--- src/rtl/br_miss_recover_pkg.sv ---
// Shared types and default sizing for branch-miss recovery.
package br_miss_recover_pkg;

   localparam int AddrWidth     = 32;
   localparam int RobDepth      = 32;
   localparam int BrFlushCycles = 2;

   typedef enum logic [1:0] {
      IDLE  = 2'd0,
      PEND  = 2'd1,
      FLUSH = 2'd2,
      REDIR = 2'd3
   } BrRecState_t;

endpackage

--- src/rtl/br_miss_if.sv ---
// Execute-report, commit and recovery-output bundle for br_miss_recover.
interface br_miss_if #(
   parameter int ADDR = 32,
   parameter int ROB  = 5
);
   logic            exe_valid;
   logic [ROB-1:0]  exe_rob_id;
   logic            exe_pred_miss_;
   logic            exe_jump_miss_;
   logic            exe_br_taken;
   logic [ADDR-1:0] exe_target;
   logic [ROB-1:0]  rob_head;
   logic            commit_valid;
   logic [ROB-1:0]  commit_rob_id;
   logic            flush;
   logic            redirect_valid;
   logic [ADDR-1:0] redirect_addr;
   logic            pred_upd_valid;
   logic            pred_upd_taken;
   logic            busy;

   modport slave (
      input  exe_valid, exe_rob_id, exe_pred_miss_, exe_jump_miss_, exe_br_taken,
             exe_target, rob_head, commit_valid, commit_rob_id,
      output flush, redirect_valid, redirect_addr, pred_upd_valid, pred_upd_taken, busy
   );

   modport master (
      output exe_valid, exe_rob_id, exe_pred_miss_, exe_jump_miss_, exe_br_taken,
             exe_target, rob_head, commit_valid, commit_rob_id,
      input  flush, redirect_valid, redirect_addr, pred_upd_valid, pred_upd_taken, busy
   );
endinterface

--- src/rtl/br_miss_recover_age_cmp.sv ---
// Combinational ROB age compare: a_older=1 when id_a is strictly older than id_b.
module rob_age_cmp #(
   parameter int ROB = 5
) (
   input  logic [ROB-1:0] id_a,
   input  logic [ROB-1:0] id_b,
   input  logic [ROB-1:0] head,
   output logic           a_older
);
   logic [ROB-1:0] age_a;
   logic [ROB-1:0] age_b;

   // Subtraction wraps at ROB bits, giving distance from head in ring order.
   always_comb begin
      age_a   = id_a - head;
      age_b   = id_b - head;
      a_older = (age_a < age_b);
   end
endmodule

--- src/rtl/br_miss_recover.sv ---
// Tracks the oldest outstanding branch/jump miss and, once it commits,
// drives flush, fetch redirect and predictor update.
//
// state | meaning
// IDLE  | nothing pending
// PEND  | oldest miss captured, waiting for it to commit
// FLUSH | flush held for FLUSH_CYCLES cycles
// REDIR | one-cycle fetch redirect to captured target
module br_miss_recover
   import br_miss_recover_pkg::*;
#(
   parameter int ADDR         = AddrWidth,
   parameter int ROB_DEPTH    = RobDepth,
   parameter int FLUSH_CYCLES = BrFlushCycles
) (
   input logic      clk,
   input logic      reset,
   br_miss_if.slave bus
);
   localparam int ROB   = $clog2(ROB_DEPTH);
   localparam int CNT_W = (FLUSH_CYCLES < 2) ? 1 : $clog2(FLUSH_CYCLES + 1);

   typedef struct packed {
      logic [ROB-1:0]  rob_id;
      logic [ADDR-1:0] target;
      logic            is_jump;
      logic            taken;
   } BrMiss_t;

   BrRecState_t     state_q, state_d;
   BrMiss_t         pend_q, pend_d, new_miss;
   logic [CNT_W-1:0] cnt_q, cnt_d;
   logic            flush_q, flush_d;
   logic            redirect_valid_q, redirect_valid_d;
   logic [ADDR-1:0] redirect_addr_q, redirect_addr_d;
   logic            pred_upd_valid_q, pred_upd_valid_d;
   logic            pred_upd_taken_q, pred_upd_taken_d;
   logic            busy_q, busy_d;
   logic            miss_rpt;
   logic            rpt_older;
   logic            commit_hit;

   rob_age_cmp #(.ROB(ROB)) u_age (
      .id_a    (bus.exe_rob_id),
      .id_b    (pend_q.rob_id),
      .head    (bus.rob_head),
      .a_older (rpt_older)
   );

   always_comb begin
      miss_rpt   = bus.exe_valid & (~bus.exe_pred_miss_ | ~bus.exe_jump_miss_);
      commit_hit = bus.commit_valid & (bus.commit_rob_id == pend_q.rob_id);
      // A jump flag low dominates, so "both low" is classified as a jump.
      new_miss.rob_id  = bus.exe_rob_id;
      new_miss.target  = bus.exe_target;
      new_miss.is_jump = ~bus.exe_jump_miss_;
      new_miss.taken   = bus.exe_br_taken;

      state_d          = state_q;
      pend_d           = pend_q;
      cnt_d            = cnt_q;
      redirect_addr_d  = redirect_addr_q;
      pred_upd_taken_d = pred_upd_taken_q;
      pred_upd_valid_d = 1'b0;

      case (state_q)
         IDLE: begin
            if (miss_rpt) begin
               pend_d  = new_miss;
               state_d = PEND;
            end
         end
         PEND: begin
            // Commit wins over a same-cycle report: the report is younger and dies in the flush.
            if (commit_hit) begin
               state_d = FLUSH;
               cnt_d   = CNT_W'(FLUSH_CYCLES);
               if (!pend_q.is_jump) begin
                  pred_upd_valid_d = 1'b1;
                  pred_upd_taken_d = pend_q.taken;
               end
            end else if (miss_rpt && rpt_older) begin
               pend_d = new_miss;
            end
         end
         FLUSH: begin
            if (cnt_q == CNT_W'(1)) begin
               state_d         = REDIR;
               redirect_addr_d = pend_q.target;
            end else begin
               cnt_d = cnt_q - CNT_W'(1);
            end
         end
         REDIR: begin
            state_d = IDLE;
            pend_d  = '0;
         end
         default: state_d = IDLE;
      endcase

      flush_d          = (state_d == FLUSH);
      redirect_valid_d = (state_d == REDIR);
      busy_d           = (state_d != IDLE);
   end

   always_ff @(posedge clk or posedge reset) begin
      if (reset) begin
         state_q          <= IDLE;
         pend_q           <= '0;
         cnt_q            <= '0;
         flush_q          <= 1'b0;
         redirect_valid_q <= 1'b0;
         redirect_addr_q  <= '0;
         pred_upd_valid_q <= 1'b0;
         pred_upd_taken_q <= 1'b0;
         busy_q           <= 1'b0;
      end else begin
         state_q          <= state_d;
         pend_q           <= pend_d;
         cnt_q            <= cnt_d;
         flush_q          <= flush_d;
         redirect_valid_q <= redirect_valid_d;
         redirect_addr_q  <= redirect_addr_d;
         pred_upd_valid_q <= pred_upd_valid_d;
         pred_upd_taken_q <= pred_upd_taken_d;
         busy_q           <= busy_d;
      end
   end

   assign bus.flush          = flush_q;
   assign bus.redirect_valid = redirect_valid_q;
   assign bus.redirect_addr  = redirect_addr_q;
   assign bus.pred_upd_valid = pred_upd_valid_q;
   assign bus.pred_upd_taken = pred_upd_taken_q;
   assign bus.busy           = busy_q;
endmodule

--- src/flat_wrapper.sv ---
// flat-port wrapper written by rule: the top's interface ports become plain ports
module br_miss_recover_flat import br_miss_recover_pkg::*;
#(
   parameter int ADDR         = AddrWidth,
   parameter int ROB_DEPTH    = RobDepth,
   parameter int FLUSH_CYCLES = BrFlushCycles
)
  (clk, reset, bus_exe_valid, bus_exe_rob_id, bus_exe_pred_miss_, bus_exe_jump_miss_, bus_exe_br_taken, bus_exe_target, bus_rob_head, bus_commit_valid, bus_commit_rob_id, bus_flush, bus_redirect_valid, bus_redirect_addr, bus_pred_upd_valid, bus_pred_upd_taken, bus_busy);
  br_miss_if #(.ADDR(ADDR)) bus_i ();
  input logic clk;
  input logic reset;
  input wire logic [$bits(bus_i.exe_valid)-1:0] bus_exe_valid;
  input wire logic [$bits(bus_i.exe_rob_id)-1:0] bus_exe_rob_id;
  input wire logic [$bits(bus_i.exe_pred_miss_)-1:0] bus_exe_pred_miss_;
  input wire logic [$bits(bus_i.exe_jump_miss_)-1:0] bus_exe_jump_miss_;
  input wire logic [$bits(bus_i.exe_br_taken)-1:0] bus_exe_br_taken;
  input wire logic [$bits(bus_i.exe_target)-1:0] bus_exe_target;
  input wire logic [$bits(bus_i.rob_head)-1:0] bus_rob_head;
  input wire logic [$bits(bus_i.commit_valid)-1:0] bus_commit_valid;
  input wire logic [$bits(bus_i.commit_rob_id)-1:0] bus_commit_rob_id;
  output wire logic [$bits(bus_i.flush)-1:0] bus_flush;
  output wire logic [$bits(bus_i.redirect_valid)-1:0] bus_redirect_valid;
  output wire logic [$bits(bus_i.redirect_addr)-1:0] bus_redirect_addr;
  output wire logic [$bits(bus_i.pred_upd_valid)-1:0] bus_pred_upd_valid;
  output wire logic [$bits(bus_i.pred_upd_taken)-1:0] bus_pred_upd_taken;
  output wire logic [$bits(bus_i.busy)-1:0] bus_busy;
  assign bus_i.exe_valid = bus_exe_valid;
  assign bus_i.exe_rob_id = bus_exe_rob_id;
  assign bus_i.exe_pred_miss_ = bus_exe_pred_miss_;
  assign bus_i.exe_jump_miss_ = bus_exe_jump_miss_;
  assign bus_i.exe_br_taken = bus_exe_br_taken;
  assign bus_i.exe_target = bus_exe_target;
  assign bus_i.rob_head = bus_rob_head;
  assign bus_i.commit_valid = bus_commit_valid;
  assign bus_i.commit_rob_id = bus_commit_rob_id;
  assign bus_flush = bus_i.flush;
  assign bus_redirect_valid = bus_i.redirect_valid;
  assign bus_redirect_addr = bus_i.redirect_addr;
  assign bus_pred_upd_valid = bus_i.pred_upd_valid;
  assign bus_pred_upd_taken = bus_i.pred_upd_taken;
  assign bus_busy = bus_i.busy;
  br_miss_recover #(.ADDR(ADDR), .ROB_DEPTH(ROB_DEPTH), .FLUSH_CYCLES(FLUSH_CYCLES)) u_core (.clk(clk), .reset(reset), .bus(bus_i));
endmodule
--- config.mk ---
export PLATFORM = sky130hd
export DESIGN_NAME = br_miss_recover_flat
export DESIGN_NICKNAME = d
export VERILOG_FILES = /design/src/rtl/br_miss_recover_pkg.sv /design/src/rtl/br_miss_if.sv /design/src/rtl/br_miss_recover_age_cmp.sv /design/src/rtl/br_miss_recover.sv /design/src/flat_wrapper.sv
export SDC_FILE = /design/constraint.sdc
export NUM_CORES = 1
export LEC_CHECK = 0
export CAP_MARGIN = 25
export CORE_MARGIN = 2
export CORE_UTILIZATION = 50
export CTS_CLUSTER_DIAMETER = 120
export DETAILED_ROUTE_END_ITERATION = 8
export GPL_TIMING_DRIVEN = 0
export HOLD_SLACK_MARGIN = 0.03
export PLACE_DENSITY_LB_ADDON = 0.08
export SYNTH_ARGS = -nofsm -noshare
export SYNTH_HDL_FRONTEND = slang
export SYNTH_SLANG_ARGS = --single-unit
--- constraint.sdc ---
create_clock -name clk -period 3.2 [get_ports clk]
set_input_delay 0.64 -clock clk [delete_from_list [all_inputs] [get_ports clk]]
set_output_delay 0.64 -clock clk [all_outputs]
set_load 0.01 [all_outputs]
==> run metrics, run 1 <==
status finished clean; Core Region about 7300 um2; skew final about 9.5 ps; fmax about 320 MHz; Max transition margin about 56%; min-delay worst type flop to flop; clk_lat worst skew 340 ps; Setup TNS Final 0 ps; syn_nets roughly 360; area grow syn2layout 35.6%; fin cells between 500 and 600; Max Slew Vio Count 0; peak supply drop between 300 and 400 uV; kind of end point of the critical path flop; placed cells 480; Die ar. 8380 um2; # setup viols final 0; cells after synthesis 290; H-tree Lvls 3; cell leakage power between 2 and 2.5 nW; global-route wire length before repair roughly 12000 um; WHS between 400 and 500 ps; CTS tree built; Root Driver clkbuf_8; slowest CP cell clkdlybuf4s50_1; Cell Chain, Critical Path clkdlybuf4s50_1 > inv_2 > ha_4 > a21o_1 > a21oi_2 > xnor2_1 > ha_1 > a21oi_1 > nand2_1 > a31oi_2 > o21ai_2 > buf_6 > clkbuf_16 > mux2_4; Vert. Die Dim between 90 and 100 um; DR pass1 iterations 4; Synth Register Bits 80; clock sinks 80; crit path time final 3100 ps; Final nets ~470; Synthesis Warnings 0; sequential fraction of the synthesis area between 50% and 60%; number of I/O pins roughly 90; Required @ worst endpoint around 3400 ps; clk slew on worst S/H paths about 90 ps; Final Hold Fails 0; cts bufs inserted 9; Setup CP Type input port to flop; largest net degree at the start of global routing 58; Critical Path AT 3330 ps; Post-Route WL ~7500 um; hold_buf cts 0; via/cell ratio roughly 5; initial drt markers 64; Critical Path Max Stage Delay 470 ps; row cnt 31; Final Cycle Share 96.9%; Post-DP HPWL 5370 um; DR DRC count 0; clk buf depth 2; pwr dens ~730 nW/um2; Cell variety after synth 31; Post-Syn Area around 3800 um2; initial antenna violation count 0; via count 2500; layout cells sized above 1 roughly 30%; critical path launch point type input port; vias in the first global route between 2000 and 3000; diode count 0; Layout Utilization 70.9%; total of max-cap violations 0; IO Port Bufs 90; worst path bufs/invs 4; Die Span X approximately 92 um; synthesized area per cell approximately 13 um2; GRT overflow 0; worst slew pin tran between 600 and 700 ps; WL per Instance 14.8 um; placer's final routability congestion estimate 0.795; fillers 515; gr usage total a little under a fifth; starting density of the core between 50% and 60%; CP Max Fanout 5; Post-DRT Antenna Nets 0; Top Family by Delay on Critical Path buffers and inverters
## cells in the mapped netlist
cell type / n / area [um2]
buf_2: 2 / 10.0
a21o_1: 4 / 30.0
a31oi_4: 1 / 21.3
buf_1: 2 / 7.51
buf_6: 2 / 22.5
a31oi_1: 1 / 6.26
xor2_1: 5 / 43.8
a22oi_1: 1 / 7.51
inv_1: 15 / 56.3
and4_4: 1 / 11.3
nand2b_1: 1 / 6.26
a21oi_1: 7 / 35.0
nand3b_1: 1 / 7.51
dfrtp_1: 80 / 2000
o21ai_0: 3 / 15.0
nor2b_1: 38 / 238
nor2_1: 5 / 18.8
mux2_4: 9 / 135
a21boi_0: 2 / 15.0
o21ai_2: 1 / 8.76
clkbuf_1: 5 / 18.8
a22o_1: 1 / 8.76
nand3_1: 1 / 5.00
ha_1: 18 / 225
mux2_2: 63 / 709
xnor2_1: 8 / 70.1
o32ai_1: 1 / 8.76
fa_1: 2 / 40.0
mux2i_1: 1 / 10.0
nand2_1: 8 / 30.0
nor4bb_1: 1 / 10.0
## cell type report
cell class | count | area (um2) | share of cell area (%)
Buffer | 11 | 72.6 | 1.40
Clock buffer | 9 | 124 | 2.38
Clock inverter | 7 | 52.6 | 1.01
Inverter | 15 | 58.8 | 1.13
Multi-Input combinational cell | 184 | 1760 | 33.9
Sequential cell | 80 | 2000 | 38.5
Tap cell | 99 | 124 | 2.38
Timing Repair Buffer | 99 | 1000 | 19.3
## path summary, 6_finish.rpt
kind                            slack (ps)               from  cells past startpoint                          end
worst max-delay path                   100    bus_rob_head[2]                     14             u_core.pend_q[2]
worst min-delay path                   460   u_core.pend_q[1]                      1    u_core.bus.pred_upd_valid
worst max register to register         210  u_core.pend_q[34]                     15             u_core.pend_q[2]
worst min register to register         460   u_core.pend_q[1]                      1    u_core.bus.pred_upd_valid
max in group asynchronous             2020              reset                      3              u_core.cnt_q[0]
min in group asynchronous              610              reset                      2  u_core.bus.redirect_addr[1]
## power by group
group          leakage [nW]  switching, mW  internal [mW]  total [mW]
sequential            0.945          0.173           1.32        1.49
combinational          1.26          0.642          0.990        1.63
clock                0.0904          0.386          0.289       0.675
## worst register-to-register path, stage by stage, from the launching register on
cell and delay (ps):
dfrtp_1 390, inv_1 80, ha_1 140, inv_1 60
fa_2 350, a21o_1 170, a21oi_2 140, xnor2_1 130
ha_1 260, a21oi_1 130, nand2_1 90, a31oi_2 220
o21ai_2 120, buf_6 150, clkbuf_16 150, mux2_4 290
## stage by stage
stage / power, mW / cell area (um2) / worst slack, ps
2_1_floorplan: 2.55 / 3830 / 122
3_3_place_gp: 2.87 / 4860 / -724
3_5_place_dp: 2.94 / 4890 / -701
4_1_cts: 3.73 / 5110 / 10.8
5_1_grt: 4.05 / 5200 / -9.37
6_report: 3.79 / 5200 / 97.6
## cell families after synthesis
logic type      Yosys count  synth area share (%)
mux                      73                  22.3
fa+ha+maj                20                  6.92
xor+xnor                 13                  2.97
buf+inv                  26                  3.00
simple gates             56                  8.52
flops                    80                  52.2
compound gates           22                  4.08
## registers in the layout (all words and copies together), names as in the netlist
name                       cells
u_core.pend_q                 39
u_core.bus.redirect_addr      32
u_core.cnt_q                   2
u_core.state_q                 2
u_core.bus.busy                1
u_core.bus.flush               1
u_core.bus.pred_upd_taken      1
u_core.bus.pred_upd_valid      1
u_core.bus.redirect_valid      1
## cell usage in the layout (no fill, tap or decap), types with 3 or more instances in the layout
cell / n
dfrtp_1: 80
clkbuf_1: 5
buf_4: 7
mux2_4: 9
xor2_1: 5
inv_2: 3
nor2b_1: 38
nand2_1: 8
o21ai_0: 3
inv_1: 11
xnor2_1: 8
mux2_2: 63
inv_6: 3
clkdlybuf4s50_1: 86
ha_1: 15
a21oi_1: 5
nor2_1: 5
a21o_1: 4
clkbuf_8: 9
## metal layers
metal,global-route usage [%],part of all wire [%]
met5,0,0
met4,6.44,1.4
met3,4.15,4.6
met2,30.8,50
met1,24.2,44
## repair_timing
item	CTS	global route
endpoints found under the setup margin	39	38
pin swaps	8	8
cloned	0	1
resized for setup	12	11
setup buffers	3	4
Note: power is estimated with default switching activity, not from simulation.
==> inputs of run 2 (changes only) <==
--- a/config.mk
+++ b/config.mk
@@ -6,6 +6,7 @@
 export NUM_CORES = 1
 export LEC_CHECK = 0
 export CAP_MARGIN = 25
+export CORE_ASPECT_RATIO = 1.4
 export CORE_MARGIN = 2
 export CORE_UTILIZATION = 50
 export CTS_CLUSTER_DIAMETER = 120
==> run metrics, run 2 (synthesis gave the netlist of run 1 again) <==
status finished clean; worst slew pin tran approximately 590 ps; vias in the first global route about 2700; uppermost layer routed met4; Comb pwr share between 40% and 50%; fmax 323 MHz; Clock power frac 19.0%; CP Max Fanout 10; area grow syn2layout 37.7%; pwr dens approximately 760 nW/um2; Pint between 2 and 3 mW; Top reg by flops u_core.pend_q; Critical Path AT roughly 3300 ps; starting density of the core about half; H-tree Lvls 3; number of I/O pins 91; initial drt markers 145; cts bufs inserted 9; Max transition margin about three fifths; Core Region between 7000 and 8000 um2; DR WL met2 around 3900 um; Post-Route WL about 7400 um; IO Port Bufs 90; Die ar. between 8000 and 9000 um2; Root Driver clkbuf_8; clock sinks 80; via/cell ratio between 4 and 5; cell leakage power around 2.3 nW; Post-DRT Antenna Nets 0; R2R depth 13; placer's final routability congestion estimate 0.761; GRT overflow 0; total of max-cap violations 0; DR DRC count 0; crit path time final between 3000 and 4000 ps; met3 wire length between 200 and 250 um; Setup CP Type input port to flop; most common library cell in the layout ignoring fill and taps clkdlybuf4s50_1; Max Slew Vio Count 0; # setup viols final 0; critical path launch point type input port; largest net degree at the start of global routing 44; kind of end point of the critical path flop; Layout Utilization a little under three quarters; DR pass1 iterations 4; gr usage total between 10% and 20%; global-route wire length before repair between 10000 and 15000 um; hold depth 1; WHS roughly 460 ps; WL per Instance approximately 15 um; Required @ worst endpoint 3430 ps; Vert. Die Dim 108 um; fillers between 500 and 600; Final Hold Fails 0; flip-flop count of the largest register after layout 39; clk slew on worst S/H paths ~90 ps; Psw 1.23 mW; Final Cycle Share between 90% and 100%; min-delay worst type flop to flop; clk_lat worst skew between 300 and 400 ps; via count between 2000 and 3000; peak supply drop around 510 uV; switch share ~30%; commonest cells after routing, fill and taps aside clkdlybuf4s50_1 (86), dfrtp_1 (80), mux2_2 (63); diode count 0; Final nets between 400 and 500; met1 wire length about 3100 um; Reg power frac a little under two fifths; initial antenna violation count 0; Die Span X roughly 80 um; layout cells sized above 1 28.5%; row cnt 37; clk buf depth 2; CTS tree built; skew final between 10 and 15 ps; Post-DP HPWL about 5300 um
run 2: changes by cell type in the layout (fill, tap and decap cells not counted), moves of 2 or more:
cell	previous run	this run
clkinv_2	2	0
clkbuf_2	2	0
clkbuf_4	2	0
buf_6	1	4
dlymetal6s2s_1	2	4
inv_6	3	1
run 2: power by group through the flow:
| stage | registers (mW) | logic (mW) | clock network (mW) |
|---|---|---|---|
| 2_1_floorplan | 1.47 | 1.09 | 0 |
| 4_1_cts | 1.48 | 1.43 | 0.777 |
| 3_3_place_gp | 1.48 | 1.39 | 0 |
| 6_report | 1.48 | 1.77 | 0.761 |
| 3_5_place_dp | 1.50 | 1.44 | 0 |
| 5_1_grt | 1.52 | 1.92 | 0.826 |
run 2: layout make-up:
class                           count  area [um2]  share of cell area, %
Sequential cell                    80        2000                   37.9
Multi-Input combinational cell    184        1780                   33.7
Timing Repair Buffer              102        1040                   19.7
Clock buffer                       11         141                   2.68
Tap cell                           97         121                   2.30
Buffer                             10        72.6                   1.37
Clock inverter                      5        63.8                   1.21
Inverter                           15        58.8                   1.11
run 2: final timing paths:
check,start,end,slack [ps]
worst max register to register,u_core.pend_q[34],u_core.pend_q[18],150
worst min-delay path,u_core.pend_q[1],u_core.bus.pred_upd_valid,460
max in group asynchronous,reset,u_core.pend_q[27],1940
worst min register to register,u_core.pend_q[1],u_core.bus.pred_upd_valid,460
min in group asynchronous,reset,u_core.bus.redirect_addr[11],660
worst max-delay path,bus_rob_head[2],u_core.pend_q[18],100
run 2: worst max-delay path: stages:
cell	delay (ps)
clkdlybuf4s50_1	450
inv_1	90
ha_4	260
xor2_1	140
ha_1	290
nand2_1	40
o21ai_0	370
a31oi_4	150
o21ai_4	260
buf_4	160
buf_8	130
mux2_2	330
run 2: what timing repair did:
action / 4_1_cts / 5_1_grt
cloned: 0 / 3
hold buffers: 0 / 0
gates resized for setup: 4 / 23
endpoints found under the setup margin: 39 / 38
pin swaps: 2 / 7
buffers inserted: 0 / 8
run 2: per-layer routing:
layer / GRT usage, % / vias to the layer above
li1: - / 1206
met1: 22.8 / 1233
met2: 32.6 / 56
met3: 3.69 / 10
met4: 7.64 / 0
met5: 0 / -
run 2: stage by stage:
step                      instances  area, um2  power [mW]  worst slack, ps  TNS, ps
after floorplan                 290       3830        2.55              122        0
after global placement          477       4860        2.87             -735   -77610
after detailed placement        478       4880        2.94             -590   -19290
after CTS                       493       5080        3.68            -41.7     -716
after global routing            504       5280        4.26            -15.2    -58.3
final                           504       5280        4.01              101        0
==> inputs of run 3 (changes only) <==
--- a/config.mk
+++ b/config.mk
@@ -11,7 +11,6 @@
 export CORE_UTILIZATION = 50
 export CTS_CLUSTER_DIAMETER = 120
 export DETAILED_ROUTE_END_ITERATION = 8
-export GPL_TIMING_DRIVEN = 0
 export HOLD_SLACK_MARGIN = 0.03
 export PLACE_DENSITY_LB_ADDON = 0.08
 export SYNTH_ARGS = -nofsm -noshare
==> run metrics, run 3 (synthesis gave the netlist of run 1 again) <==
IO Port Bufs 90; Design Area, Final between 5000 and 6000 um2; largest net degree at the start of global routing 43; kind of end point of the critical path flop; CP Max Fanout 12; diode count 0; Required @ worst endpoint 3430 ps; min-delay worst type flop to flop; initial drt markers 38; Die Span X 78.0 um; skew final between 9 and 10 ps; Vert. Die Dim 108 um; Critical Path AT about 3300 ps; number of I/O pins between 90 and 100; Reg power frac between 30 and 40%; pwr dens just under 800 nW/um2; Max Slew Vio Count 0; Final Cycle Share a little over nine tenths; Root Driver clkbuf_8; Clock power frac a little over a fifth; cts bufs inserted 9; Place WS -504 ps; Final nets 471; CTS tree built; Final WS setup between 100 and 150 ps; Post-DP HPWL roughly 5300 um; Setup CP Type input port to flop; fmax between 300 and 400 MHz; Top reg by flops u_core.pend_q; crit path time final between 3000 and 4000 ps; total of max-cap violations 0; vias in the first global route 2588; Post-Route WL 7530 um; status finished clean; placed cells ~480; placer's final routability congestion estimate between 0.8 and 0.9; Critical Path Max Stage Delay 450 ps; hold_buf cts 0; initial antenna violation count 0; starting density of the core 51.8%; H-tree Lvls 3; Hold Path Sink u_core.bus.pred_upd_valid; WHS between 400 and 500 ps; Max transition margin 51.1%; GRT Max-Usage Layer met2; most common library cell in the layout ignoring fill and taps clkdlybuf4s50_1; Psw around 1.2 mW; met2 usage between 30% and 40%; slowest CP cell clkdlybuf4s50_1; DR pass1 iterations 4; switch share just under 30%; Pwr Total around 4.2 mW; clock sinks 80; DR DRC count 0; R2R depth 15; GRT overflow 0; Comb pwr share ~44%; Post-DRT Antenna Nets 0; Final Hold Fails 0; flip-flop count of the largest register after layout 39; layout cells sized above 1 29.7%; grt met1 use a little over a fifth; peak supply drop about 600 uV; hold depth 1; global-route wire length before repair approximately 12000 um; CP dominant cell by count ha_1; gr usage total a little under a fifth; R2R Setup Slk 130 ps; grt met3 use 4.45%; fin cells 498; # setup viols final 0; worst slew pin tran around 730 ps; critical path launch point type input port; Pint 2.93 mW; worst r2r dst u_core.pend_q[38]; WL per Instance 15.1 um; clk_lat worst skew about 350 ps; Core Region between 7000 and 8000 um2; via/cell ratio between 5 and 6; HP Start u_core.pend_q[1]; area grow syn2layout 39.1%; area post-placement between 4000 and 5000 um2; worst reg2reg startpoint u_core.pend_q[34]; cell leakage power between 2 and 2.5 nW; Cell Chain, Critical Path clkdlybuf4s50_1 > inv_1 > ha_1 > buf_4 > xor2_1 > ha_1 > nand2_1 > o21ai_1 > a31oi_4 > o21ai_4 > buf_6 > buf_12 > mux2_2; commonest cells after routing, fill and taps aside clkdlybuf4s50_1 (86), dfrtp_1 (80), mux2_2 (63); via count 2511; Die ar. 8390 um2; clk buf depth 2; clk slew on worst S/H paths 70 ps; row cnt 37
[run 3: cell count changes in the layout (fill, tap and decap cells not counted), sizes merged]
cell    delta
inv        -2
bufinv     +2
buf        -1
clkbuf     -5
[run 3: critical path, delay by kind of cell]
kind / cells / cell delay (ps)
simple gates: 1 / 50
xor+xnor: 1 / 150
buf+inv: 5 / 940
compound gates: 3 / 580
mux: 1 / 340
fa+ha+maj: 2 / 610
[run 3: layout make-up]
cell class / instances / area [um2]
Multi-Input combinational cell: 184 / 1790
Tap cell: 97 / 121
Inverter: 15 / 57.6
Sequential cell: 80 / 2000
Fill cell: 555 / 2080
Clock buffer: 10 / 128
Clock inverter: 5 / 106
Timing Repair Buffer: 107 / 1130
[run 3: worst max-delay path by stage]
stage	startpoint	to	slack, ps
floorplan	bus_exe_rob_id[0]	u_core.pend_q[0]	120
global placement	bus_rob_head[0]	u_core.pend_q[38]	-440
detailed placement	bus_rob_head[0]	u_core.pend_q[33]	-500
CTS	bus_rob_head[0]	u_core.pend_q[38]	7
global route	u_core.pend_q[34]	u_core.pend_q[0]	-4
finish	bus_rob_head[2]	u_core.pend_q[28]	110
[run 3: stage by stage]
| step | util (%) | setup TNS [ps] |
|---|---|---|
| 2_1_floorplan | - | 0 |
| 5_1_grt | 72.0 | -7.81 |
| 6_report | 72.0 | 0 |
| 3_3_place_gp | 66.8 | -16090 |
| 4_1_cts | 70.2 | 0 |
| 3_5_place_dp | 66.8 | -18350 |
[run 3: power groups by stage]
stage / Sequential (mW) / Clock (mW) / Combinational, mW
floorplan: 1.47 / 0 / 1.09
global placement: 1.49 / 0 / 1.45
detailed placement: 1.50 / 0 / 1.49
CTS: 1.48 / 0.886 / 1.54
global route: 1.52 / 0.922 / 1.96
finish: 1.48 / 0.868 / 1.82
[run 3: repair_timing]
item	in CTS	in global routing
setup endpoints to repair	38	39
resized for setup	7	12
buffers inserted	0	2
pin swaps	0	10
gates cloned	0	3
[run 3: metal layers]
metal / part of all wire (%) / vias up
li1: - / 1190
met1: 42 / 1255
met2: 53 / 56
met3: 3.7 / 10
met4: 1.5 / 0
met5: 0 / -
==> RTL change: new RTL, flow settings as in run 3 <==
Make the reset (`reset`) synchronous in one clocked block.
--- a/src/rtl/br_miss_recover.sv
+++ b/src/rtl/br_miss_recover.sv
@@ -103,7 +103,7 @@
       busy_d           = (state_d != IDLE);
    end
 
-   always_ff @(posedge clk or posedge reset) begin
+   always_ff @(posedge clk) begin
       if (reset) begin
          state_q          <= IDLE;
          pend_q           <= '0;
Formal check against the unedited RTL: differs if reset is asserted again (counterexample within 4 cycles, from zero or initial values and one cycle with reset high); with reset held inactive, the same outputs for 4 cycles.
==> RTL change against run 3 <==
Sequential cell count stayed put; routed wire length is 38% higher; register-to-register slack better by 30 ps; design area is 1.9% lower; critical endpoint is now u_core.pend_q[12]; count of clock-buffer cells in the layout is 2 higher; clock skew is 0.57 ps lower; area after synthesis is 5.0% lower; setup slack worse by 83 ps; highest routed layer unchanged.
Power is not compared: it rests on default switching activity, and its combinational part moved more than twofold at a synthesized area within 25%.
==> RTL change: results (changes against run 3) <==
grt_start_max_net_pins: 75  # +74%
share_of_final_layout_standard_cells_stronger_than_drive_strength_1_pct: 15.04  # -15 points
crit_fanout: 6  # -6
synth_xor_area_share_pct: 3.127  # +0.16 points
worst_hold_startpoint: "u_core.pend_q[26]"
clk_pin_slew_ps: 90  # +20 ps
crit-reg2reg-capture: "u_core.pend_q[12]"
synth_nets: 498  # +37%
timing.clock.skew_ps: 9.387  # -0.5728 ps
fill_cells: 550  # -0.90%
yosys_most_used_dff: "sky130_fd_sc_hd__dfxtp_1"
grtUsageTotal_pct: 24.51  # +6.1 points
arrival_ps: 3450  # +140 ps
gpl.final_weighted_congestion: 0.9200  # +8.6%
synth-compound-area-share_pct: 21.13  # +17 points
number_of_optimization_iterations_in_the_first_detailed_route_pass: 5  # +1
global_route_wire_length_before_repair_microns: 16090  # +34%
critPathSlowestCell: "sky130_fd_sc_hd__fa_2"
synth_cell_types: 36  # +16%
reg2reg_slack_ps: 160  # +30 ps
netlist_top_cells_area: "sky130_fd_sc_hd__dfxtp_1, sky130_fd_sc_hd__a21oi_1, sky130_fd_sc_hd__nand4b_1, sky130_fd_sc_hd__nand2_1, sky130_fd_sc_hd__ha_1"
preCtsSetupSlack_ps: -546.3  # -41.97 ps
finish.instance_area_sq_um: 5229  # -1.9%
run_status: "complete, no violations"
multiplexer_area_fraction_after_synthesis_pct: 0.2749  # -22 points
crit_family: "compound AO/OA/AOI/OAI gates"
cp_slowest_stage_delay_ps: 380  # -70 ps
max_slew.worst_pin.slew_ps: 777.6  # +44.67 ps
ys_seq_area_share_pct: 43.99  # -8.2 points
place_area_sq_um: 4669  # -5.6%
dpl.hpwl_microns: 5969  # +13%
nets: 601  # +28%
top_cells_by_count_synth: "sky130_fd_sc_hd__dfxtp_1, sky130_fd_sc_hd__a21oi_1, sky130_fd_sc_hd__nand2_1"
grt_pass1_vias: 3345  # +29%
routed_wire_length_per_instance_microns: 16.52  # +9.3%
[RTL change: layer usage]
layer	part of all wire (%)	up-vias	track usage, %
li1	-	1692	-
met1	41	1681	30.76
met2	52	140	41.26
met3	6.1	14	5.699
met4	1.8	0	8.571
met5	0	-	0
[RTL change: logic make-up after synthesis]
kind of cell	Yosys count
compound gates	140
simple gates	120
flops	80
buf+inv	50
fa+ha+maj	20
xor+xnor	13
mux	1
[RTL change: power by group through the flow]
stage | Combinational (mW) | Clock, mW | Sequential [mW]
2_1_floorplan | 0.311 | 0 | 1.11
3_3_place_gp | 0.490 | 0 | 1.12
3_5_place_dp | 0.504 | 0 | 1.12
4_1_cts | 0.550 | 0.786 | 1.10
5_1_grt | 0.722 | 0.831 | 1.11
6_report | 0.664 | 0.778 | 1.10
[RTL change: what timing repair did]
action	in CTS	in global routing
gates cloned	0	4
resized for setup	18	28
setup endpoints to repair	39	39
hold buffers	0	0
pin swaps	11	36
endpoints found under the hold margin	0	0
buffers inserted	16	1
[RTL change: layout make-up]
type	instances	share of cell area (%)
repair buffers	128	24.55
inverters	14	1.053
flip-flops and latches	80	30.63
clock buffers	12	2.967
multi-input cells	294	37.54
well taps	95	2.273
clock inverters	4	0.9811
[RTL change: worst max path at each step]
stage | end | slack (ps) | cells past startpoint | startpoint
floorplan | u_core.pend_q[27] | 60 | 15 | bus_exe_rob_id[0]
global placement | u_core.pend_q[18] | -430 | 14 | bus_rob_head[0]
detailed placement | u_core.pend_q[14] | -550 | 15 | bus_rob_head[0]
CTS | u_core.pend_q[1] | 6 | 12 | bus_rob_head[1]
global route | u_core.pend_q[12] | -40 | 16 | bus_exe_rob_id[0]
finish | u_core.pend_q[12] | 30 | 16 | bus_exe_rob_id[0]
[RTL change: through the flow]
stage | TNS (ps) | cells | hold slack, ps | power (mW)
CTS | 0 | 621 | 452.4 | 2.437
finish | 0 | 627 | 445.0 | 2.547
floorplan | 0 | 424 | 428.4 | 1.425
global placement | -16320 | 590 | 434.0 | 1.612
global route | -166.9 | 627 | 476.7 | 2.665
detailed placement | -19450 | 590 | 439.8 | 1.628
[RTL change: worst min-delay path: stages, from the launching register on]
cell                      delay (ps)
sky130_fd_sc_hd__dfxtp_1         320
sky130_fd_sc_hd__nand2_1          50
sky130_fd_sc_hd__a21oi_1          50
